--- src/rtl/mar_prog_pkg.sv ---
// Shared types for the programmable memory address register.
package mar_prog_pkg;

  // Front-panel step handler states
  typedef enum logic [1:0] {
    S_IDLE     = 2'd0,
    S_HOLD     = 2'd1,
    S_WAIT_REL = 2'd2
  } step_state_e;

endpackage

--- src/rtl/mar_prog_step_debounce.sv ---
// Step button handler: synchroniser, rising-edge detect, lockout FSM.
// Emits a single-cycle fire strobe per accepted press while en is high.
module step_debounce
  import mar_prog_pkg::*;
#(
  parameter int HOLD_CYC = 4
) (
  input  logic clk,
  input  logic clr_n,
  input  logic en,
  input  logic step,
  output logic fire,
  output logic busy
);

  localparam int CNT_W = $clog2(HOLD_CYC + 1);
  localparam logic [CNT_W-1:0] CNT_LAST = CNT_W'(HOLD_CYC - 1);

  logic s1_q, s1_d;
  logic s2_q, s2_d;
  logic s3_q, s3_d;
  logic rise;

  step_state_e state_q, state_d;
  logic [CNT_W-1:0] cnt_q, cnt_d;

  // Synchroniser chain runs regardless of mode so a held button never looks like a fresh press
  always_comb begin
    s1_d = step;
    s2_d = s1_q;
    s3_d = s2_q;
    rise = s2_q & ~s3_q;
  end

  // Register synchroniser, FSM state and hold counter
  always_ff @(posedge clk) begin
    if (!clr_n) begin
      s1_q    <= 1'b0;
      s2_q    <= 1'b0;
      s3_q    <= 1'b0;
      state_q <= S_IDLE;
      cnt_q   <= '0;
    end else begin
      s1_q    <= s1_d;
      s2_q    <= s2_d;
      s3_q    <= s3_d;
      state_q <= state_d;
      cnt_q   <= cnt_d;
    end
  end

  // Next-state and fire strobe; leaving program mode abandons any lockout
  always_comb begin
    state_d = state_q;
    cnt_d   = cnt_q;
    fire    = 1'b0;
    if (!en) begin
      state_d = S_IDLE;
      cnt_d   = '0;
    end else begin
      case (state_q)
        S_IDLE: begin
          if (rise) begin
            fire    = 1'b1;
            state_d = S_HOLD;
            cnt_d   = '0;
          end
        end
        S_HOLD: begin
          if (cnt_q == CNT_LAST) begin
            state_d = S_WAIT_REL;
            cnt_d   = '0;
          end else begin
            cnt_d = cnt_q + CNT_W'(1);
          end
        end
        S_WAIT_REL: begin
          if (!s2_q) state_d = S_IDLE;
        end
        default: begin
          state_d = S_IDLE;
          cnt_d   = '0;
        end
      endcase
    end
  end

  assign busy = (state_q != S_IDLE);

endmodule

--- src/rtl/mar_prog.sv ---
// Parametrised memory address register with run-mode bus load and
// program-mode step load / auto-increment.
module mar_prog
  import mar_prog_pkg::*;
#(
  parameter int ADDR_W     = 4,
  parameter int DEPTH      = 16,
  parameter int RESET_ADDR = 0,
  parameter int HOLD_CYC   = 4
) (
  input  logic              clk,
  input  logic              clr_n,
  input  logic              prog,
  input  logic              ld_n,
  input  logic [ADDR_W-1:0] bus_in,
  input  logic [ADDR_W-1:0] sw_in,
  input  logic              inc_en,
  input  logic              step,
  output logic [ADDR_W-1:0] mar_out,
  output logic              wrap,
  output logic              addr_err,
  output logic              step_ack,
  output logic              busy
);

  // One extra bit so DEPTH = 2^ADDR_W is representable
  localparam logic [ADDR_W:0] DEPTH_X = (ADDR_W + 1)'(DEPTH);

  logic fire;

  logic [ADDR_W-1:0] mar_q, mar_d;
  logic              wrap_q, wrap_d;
  logic              err_q, err_d;
  logic              ack_q, ack_d;

  logic              load_req;
  logic [ADDR_W-1:0] load_val;
  logic [ADDR_W:0]   inc_sum;

  step_debounce #(
    .HOLD_CYC(HOLD_CYC)
  ) u_step (
    .clk  (clk),
    .clr_n(clr_n),
    .en   (prog),
    .step (step),
    .fire (fire),
    .busy (busy)
  );

  // Mode mux, range check and increment/wrap; both load sources share one range check
  always_comb begin
    mar_d    = mar_q;
    wrap_d   = 1'b0;
    err_d    = 1'b0;
    ack_d    = fire;
    load_req = 1'b0;
    load_val = bus_in;
    inc_sum  = {1'b0, mar_q} + (ADDR_W + 1)'(1);
    if (!prog) begin
      load_req = !ld_n;
      load_val = bus_in;
    end else if (fire) begin
      if (inc_en) begin
        if (inc_sum >= DEPTH_X) begin
          mar_d  = '0;
          wrap_d = 1'b1;
        end else begin
          mar_d = inc_sum[ADDR_W-1:0];
        end
      end else begin
        load_req = 1'b1;
        load_val = sw_in;
      end
    end
    if (load_req) begin
      if ({1'b0, load_val} >= DEPTH_X) err_d = 1'b1;
      else                             mar_d = load_val;
    end
  end

  // Address register and single-cycle status pulses
  always_ff @(posedge clk) begin
    if (!clr_n) begin
      mar_q  <= ADDR_W'(RESET_ADDR);
      wrap_q <= 1'b0;
      err_q  <= 1'b0;
      ack_q  <= 1'b0;
    end else begin
      mar_q  <= mar_d;
      wrap_q <= wrap_d;
      err_q  <= err_d;
      ack_q  <= ack_d;
    end
  end

  assign mar_out  = mar_q;
  assign wrap     = wrap_q;
  assign addr_err = err_q;
  assign step_ack = ack_q;

endmodule

--- config.mk ---
export PLATFORM = sky130hd
export DESIGN_NAME = mar_prog
export DESIGN_NICKNAME = d
export VERILOG_FILES = /design/src/rtl/mar_prog_pkg.sv /design/src/rtl/mar_prog_step_debounce.sv /design/src/rtl/mar_prog.sv
export SDC_FILE = /design/constraint.sdc
export NUM_CORES = 1
export LEC_CHECK = 0
export CAP_MARGIN = 20
export CORE_MARGIN = 2
export CORE_UTILIZATION = 44
export CTS_CLUSTER_DIAMETER = 120
export CTS_CLUSTER_SIZE = 28
export DETAILED_ROUTE_END_ITERATION = 10
export PLACE_DENSITY_LB_ADDON = 0.08
export SYNTH_ARGS = -nofsm -noshare
export SYNTH_HDL_FRONTEND = slang
export SYNTH_HIERARCHICAL = 1
export SYNTH_SLANG_ARGS = --single-unit
--- constraint.sdc ---
create_clock -name clk -period 1.98 [get_ports clk]
set_input_delay 0.495 -clock clk [delete_from_list [all_inputs] [get_ports clk]]
set_output_delay 0.495 -clock clk [all_outputs]
set_load 0.01 [all_outputs]
==> run_results.csv, run 1 <==
group,metric,value,unit
worst_setup_path,slowest_delay,480,ps
timing,rsz0062_at_grt,"false",
global_routing,grt_pass1_vias,596,
finish,antenna_cells,0,
finish,ff_latch_area,281.5,µm²
synth,yosysUniqueCellTypes,32,
synth,async_reset_ff_share,0,%
synth,synthCells,79,
worst_setup_path,endpoint_kind,"output pin",
synth,ys.flop_type,"dfxtp_1",
worst_setup_path,cp.arrival,1380,ps
timing,fin_skew,2.556,ps
clock_network,clkTransAtPathRegs,80,ps
worst_setup_path,rrSetupSlack,420,ps
synth,synth_top_cell_area_share,39.93,%
worst_setup_path,timing.rr.end,"mar_out[2]",
global_routing,grt_use_total,18.14,%
timing,clock.fmax,0.5332,GHz
power,powerDensity,607.3,mW/mm²
routing,finalWirelength,1.558,mm
floorplanning,dieHeight,43.94,µm
power,power,0.0005964,W
hold_path,min_path_type,"flip-flop to flip-flop",
finish,final_nets,123,
placed_design,port_buffers,20,
clock_network,clock_sinks,14,
clock_network,ctsHoldBuffers,0,
finish,syn_to_final_growth,39.93,%
timing,finalCriticalPeriod,1875,ps
global_routing,grt_overflow,0,
worst_setup_path,crit_slowest_cell,"clkdlybuf4s50_1",
worst_setup_path,worstSetupStartpoint,"u_step/state_q[0]",
timing,hold_violations,0,
finish,drive_gt1_share,12.26,%
global_routing,grt_busiest_layer,"met2",
routing,drt_pass1_iterations,5,
worst_setup_path,critPathRequiredTime,1480,ps
power,worst_ir_drop_vdd,0.5177,mV
floorplanning,die-area,0.001931,mm²
synth,synth_edf_count,0,
routing,wl_per_cell,12.77,µm
synth,synth_seq_cells,14,
worst_setup_path,crit_chain,"or2_1 > clkdlybuf4s50_1",
worst_setup_path,worst_setup_path_start_kind,"flip-flop",
global_routing,use_met2,28.53,%
clock_network,insertion_delay,280,ps
run_status,status,"finished clean",
timing,setup_violations,0,
placed_design,place.gp.congestion,0.7963,
floorplanning,start_util,46.59,%
finish,fillers,144,
synth,ys_top_cells_by_area,"dfxtp_1 (40%), o21ai_0 (5.7%), nand4b_1 (3.7%)",
flow_run,maxCapViolCount,0,
synth,synth_area,701.9,µm²
routing,route.vias.total,668,
worst_setup_path,crit_path_end,"busy",
synth,syn_avg_cell_area,8.885,µm²
clock_network,cts_setup_buffers,0,
power,leakagePower,0.3971,nW
global_routing,antenna_found_initial,0,
synth,syn_nets,95,
clock_network,cts_tree,"done",
floorplanning,io_pins,22,
worst_setup_path,worstPathMaxFanout,10,
synth,yosysWarnings,6,
routing,ant_nets,0,
clock_network,cts_resized,0,
worst_setup_path,r2r-start,"u_step/state_q[0]",
worst_setup_path,worst-setup-path-type,"flip-flop to output pin",
timing,setup_tns,0,ps
worst_setup_path,reg2regPathDepth,6,
routing,drtIter0Drc,22,
global_routing,met3_usage,5.000,%
routing,post_drt_via_cell_ratio,5.475,
floorplanning,rows,14,
synth,yosys.area.top_type,"dfxtp_1",
placed_design,dpl.hpwl,1.155,mm
clock_network,htreeDepth,1,
clock_network,numCtsBuffers,3,
global_routing,grt_util_met1,21.85,%
synth,yosysSeqAreaShare,39.93,%
finish,multiInputGateArea,391.6,µm²
timing,post-route-period-util,94.72,%
timing,final_max_slew_viol_count,0,
routing,drc,0,
floorplanning,fp.dieW,43.94,µm
floorplanning,coreArea,0.001506,mm²
global_routing,grt_pass1_wl,2.553,mm
clock_network,cts_root_buf,"clkbuf_4",
global_routing,grt_max_degree,14,
clock_network,clockBufferDepth,2,
## worst max-delay path: cells and delay by family, from the launching register on
family / cells / cell delay (ps)
buf+inv: 1 / 480
flops: 1 / 370
simple gates: 1 / 260
## routing by layer
layer  share of wire, %  wire (µm)
met5                  0          0
met4               0.64         10
met3                7.7        120
met2                 47        739
met1                 44        687
## Yosys cell counts (all sizes together), types with 2 or more instances
| master | count |
|---|---|
| dfxtp | 14 |
| o21ai | 8 |
| inv | 6 |
| nand2 | 6 |
| a21oi | 5 |
| and2 | 4 |
| nor3 | 4 |
| nand3 | 3 |
| nand4b | 3 |
| o211ai | 3 |
| ha | 2 |
| nand3b | 2 |
| or2 | 2 |
## state kept, by name, indices dropped and copies added, names as in the netlist
name	count
mar_out	4
u_step/cnt_q	3
u_step/state_q	2
step_ack	1
u_step/s1_q	1
u_step/s2_q	1
u_step/s3_q	1
wrap	1
## logic make-up (layout without fill, tap and decap cells)
logic type / count (synthesis) / in the layout / share of synthesized area [%]
compound gates: 22 / 22 / 21.04
xor+xnor: 1 / 1 / 1.248
fa+ha+maj: 2 / 2 / 3.564
buf+inv: 7 / 34 / 4.278
flops: 14 / 14 / 39.93
other cells: 1 / 1 / 0.5342
simple gates: 32 / 32 / 29.41
## power breakdown
part / internal (W) / total, W / switching [W]
Sequential: 0.000291 / 0.000302 / 0.0000102
Clock: 0.000112 / 0.000203 / 0.0000907
Combinational: 0.0000548 / 0.0000923 / 0.0000375
## per-stage QoR
step | hold WS, ps | worst slack (ps) | instance area (µm²) | utilization, % | std cells
after floorplan | 411.8 | 325.3 | 701.9 | - | 79
after CTS | 452.8 | 6.532 | 980.9 | 65.12 | 122
after global routing | 467.5 | 37.18 | 982.2 | 65.20 | 122
after global placement | 421.5 | 38.83 | 944.7 | 62.71 | 118
final | 452.6 | 104.5 | 982.2 | 65.20 | 122
after detailed placement | 433.0 | 8.479 | 944.7 | 62.71 | 118
## how the worst min path moves through the flow
stage	start	end	slack [ps]	depth (start not counted)
floorplan	u_step/s1_q	u_step/s2_q	410	1
global placement	u_step/s1_q	u_step/s2_q	420	1
detailed placement	u_step/s1_q	u_step/s2_q	430	1
CTS	u_step/s1_q	u_step/s2_q	450	1
global route	u_step/s1_q	u_step/s2_q	470	1
finish	u_step/s1_q	u_step/s2_q	450	1
## area by class of cell
type                            instances  area share, %
Clock buffer                            4          3.694
Timing Repair Buffer                   24          23.44
Tap cell                               16          2.038
Multi-Input combinational cell         58          39.87
Sequential cell                        14          28.66
Inverter                                6          2.293
## cells in the final DEF, fill, tap and decap left out, drive strengths merged, types with 2 or more instances in the layout
cell           instances
nand4b                 3
nand3                  3
and2                   4
clkbuf                 4
inv                    6
o21ai                  8
nand3b                 2
o211ai                 3
a21oi                  5
clkdlybuf4s50         20
buf                    4
nor3                   4
ha                     2
dfxtp                 14
or2                    2
nand2                  6
Note: power is estimated with default switching activity, not from simulation.
==> run 2, diff against run 1 <==
GPL_TIMING_DRIVEN = 0   (was unset)
==> run 2 against run 1 <==
Fmax is 1.5% lower. Hold slack lost 11 ps. Sequential power hardly changed. Combinational power decreased by 3.6%. Count of clock-buffer cells in the layout unchanged. Non-clock buffer count decreased by 3. Utilization is 1.2 points lower. Cell area shrank 1.8%. Die area unchanged. Register-to-register slack worse by 80 ps. Global-route usage down 0.83 points. Critical endpoint unchanged.
==> run_results.csv, run 2 (synthesis gave the netlist of run 1 again) <==
group,metric,value,unit
worst_setup_path,critPathRequiredTime,1480,ps
global_routing,grt_pass1_vias,576,
floorplanning,dieHeight,43.94,µm
routing,drc,0,
worst_setup_path,worst-setup-path-type,"flip-flop to output pin",
routing,drtIter0Drc,16,
power,p_int,0.0004554,W
placed_design,place_inst,115,
timing,hold_violations,0,
clock_network,clockBufferDepth,2,
hold_path,min_to,"u_step/s2_q",
placed_design,dpl.hpwl,1.066,mm
timing,setup_tns,0,ps
floorplanning,start_util,46.59,%
worst_setup_path,r2r-start,"u_step/state_q[0]",
finish,drive_gt1_share,11.65,%
finish,final_nets,120,
power,switching_share,23.84,%
routing,post_drt_via_cell_ratio,5.513,
worst_setup_path,cp.arrival,1410,ps
floorplanning,io_pins,22,
placed_design,dpl_cell_area,922.1,µm²
finish,antenna_cells,0,
worst_setup_path,worst_setup_path_start_kind,"flip-flop",
timing,finalCriticalPeriod,1904,ps
timing,finalWorstSetupSlack,76.27,ps
finish,final_common_cell,"clkdlybuf4s50_1",
hold_path,min_from,"u_step/s1_q",
placed_design,place_ws,-472.3,ps
finish,final_cells,119,
floorplanning,die-area,0.001931,mm²
placed_design,place.gp.congestion,0.7442,
run_status,status,"finished clean",
finish,largest_reg_flops,4,
worst_setup_path,worstPathMaxFanout,10,
global_routing,grt_use_total,17.31,%
power,powerDensity,619.9,mW/mm²
power,worst_ir_drop_vdd,0.4770,mV
clock_network,insertion_delay,280,ps
routing,finalWirelength,1.491,mm
timing,final_max_slew_viol_count,0,
power,seqPwrFrac,50.4,%
timing,rsz0062_at_grt,"false",
routing,route.vias.total,656,
floorplanning,fp.dieW,43.94,µm
clock_network,ctsHoldBuffers,0,
finish,fillers,134,
finish,fin_area,964.7,µm²
clock_network,cts_tree,"done",
routing,drt_pass1_iterations,4,
placed_design,port_buffers,20,
power,leakagePower,0.3861,nW
power,power_frac_clock,34.8,%
worst_setup_path,timing.rr.end,"mar_out[2]",
global_routing,antenna_found_initial,0,
finish,syn_to_final_growth,37.43,%
routing,ant_nets,0,
clock_network,htreeDepth,1,
power,switching_power,0.0001425,W
timing,setup_violations,0,
clock_network,cts_root_buf,"clkbuf_4",
flow_run,maxCapViolCount,0,
worst_setup_path,endpoint_kind,"output pin",
power,power,0.0005980,W
worst_setup_path,reg2regPathDepth,6,
finish,final_cell_mix,"clkdlybuf4s50_1 (19), dfxtp_1 (12), o21ai_0 (8)",
timing,clock.fmax,0.5253,GHz
global_routing,grt_pass1_wl,2.463,mm
clock_network,clkTransAtPathRegs,90,ps
power,p_comb_share,14.9,%
clock_network,numCtsBuffers,3,
timing,fin_skew,1.823,ps
worst_setup_path,rrSetupSlack,340,ps
routing,wl_per_cell,12.53,µm
hold_path,min_path_type,"flip-flop to flip-flop",
clock_network,clock_sinks,14,
global_routing,grt_overflow,0,
timing,post-route-period-util,96.15,%
floorplanning,rows,14,
hold_path,min_path_cells,1,
floorplanning,coreArea,0.001506,mm²
global_routing,grt_max_degree,15,
run 2: area by class of cell:
| type | instances | area (µm²) | area share (%) |
|---|---|---|---|
| clock buffers | 4 | 36.28 | 3.761 |
| repair buffers | 20 | 198.9 | 20.62 |
| flip-flops and latches | 14 | 282.8 | 29.31 |
| well taps | 16 | 20.02 | 2.075 |
| inverters | 6 | 22.52 | 2.335 |
| plain buffers | 1 | 7.507 | 0.7782 |
| multi-input cells | 58 | 396.6 | 41.12 |
run 2: critical path: stages (launching register included):
cell	delay (ps)
dfxtp_2	400
or2_1	180
clkdlybuf4s50_1	550
run 2: worst max-delay path by stage:
| stage | start | end | slack (ps) | cells past startpoint |
|---|---|---|---|---|
| finish | u_step/state_q[0] | busy | 80 | 2 |
| global placement | prog | mar_out[2] | -430 | 7 |
| floorplan | u_step/state_q[0] | mar_out[2] | 330 | 6 |
| global route | u_step/state_q[0] | busy | 30 | 2 |
| detailed placement | prog | mar_out[2] | -470 | 7 |
| CTS | u_step/state_q[1] | busy | 6 | 2 |
run 2: routing by layer:
layer,GRT usage (%),up-vias,wire [µm]
met1,22.74,297,689
met5,0,-,0
met3,3.333,4,119
met2,26.76,23,659
li1,-,332,-
met4,9.091,0,22
run 2: power groups by stage:
stage                      logic, W  registers (W)  clock network [W]
after floorplan           0.0000340       0.000309                  0
after global placement    0.0000884       0.000307                  0
after detailed placement  0.0000894       0.000308                  0
after CTS                 0.0000899       0.000301           0.000213
after global routing      0.0000990       0.000303           0.000218
final                     0.0000890       0.000301           0.000208
run 2: through the flow:
stage | hold slack (ps) | util, %
floorplan | 411.8 | -
detailed placement | 422.5 | 61.21
global placement | 419.1 | 61.21
global route | 452.2 | 64.04
finish | 442.0 | 64.04
CTS | 446.6 | 63.95
run 2: repair_timing:
action                                  in CTS  in global routing
buffers inserted                             0                  0
resized for setup                            3                  1
endpoints found under the setup margin       4                  1
hold endpoints to repair                     0                  0
cloned                                       0                  0
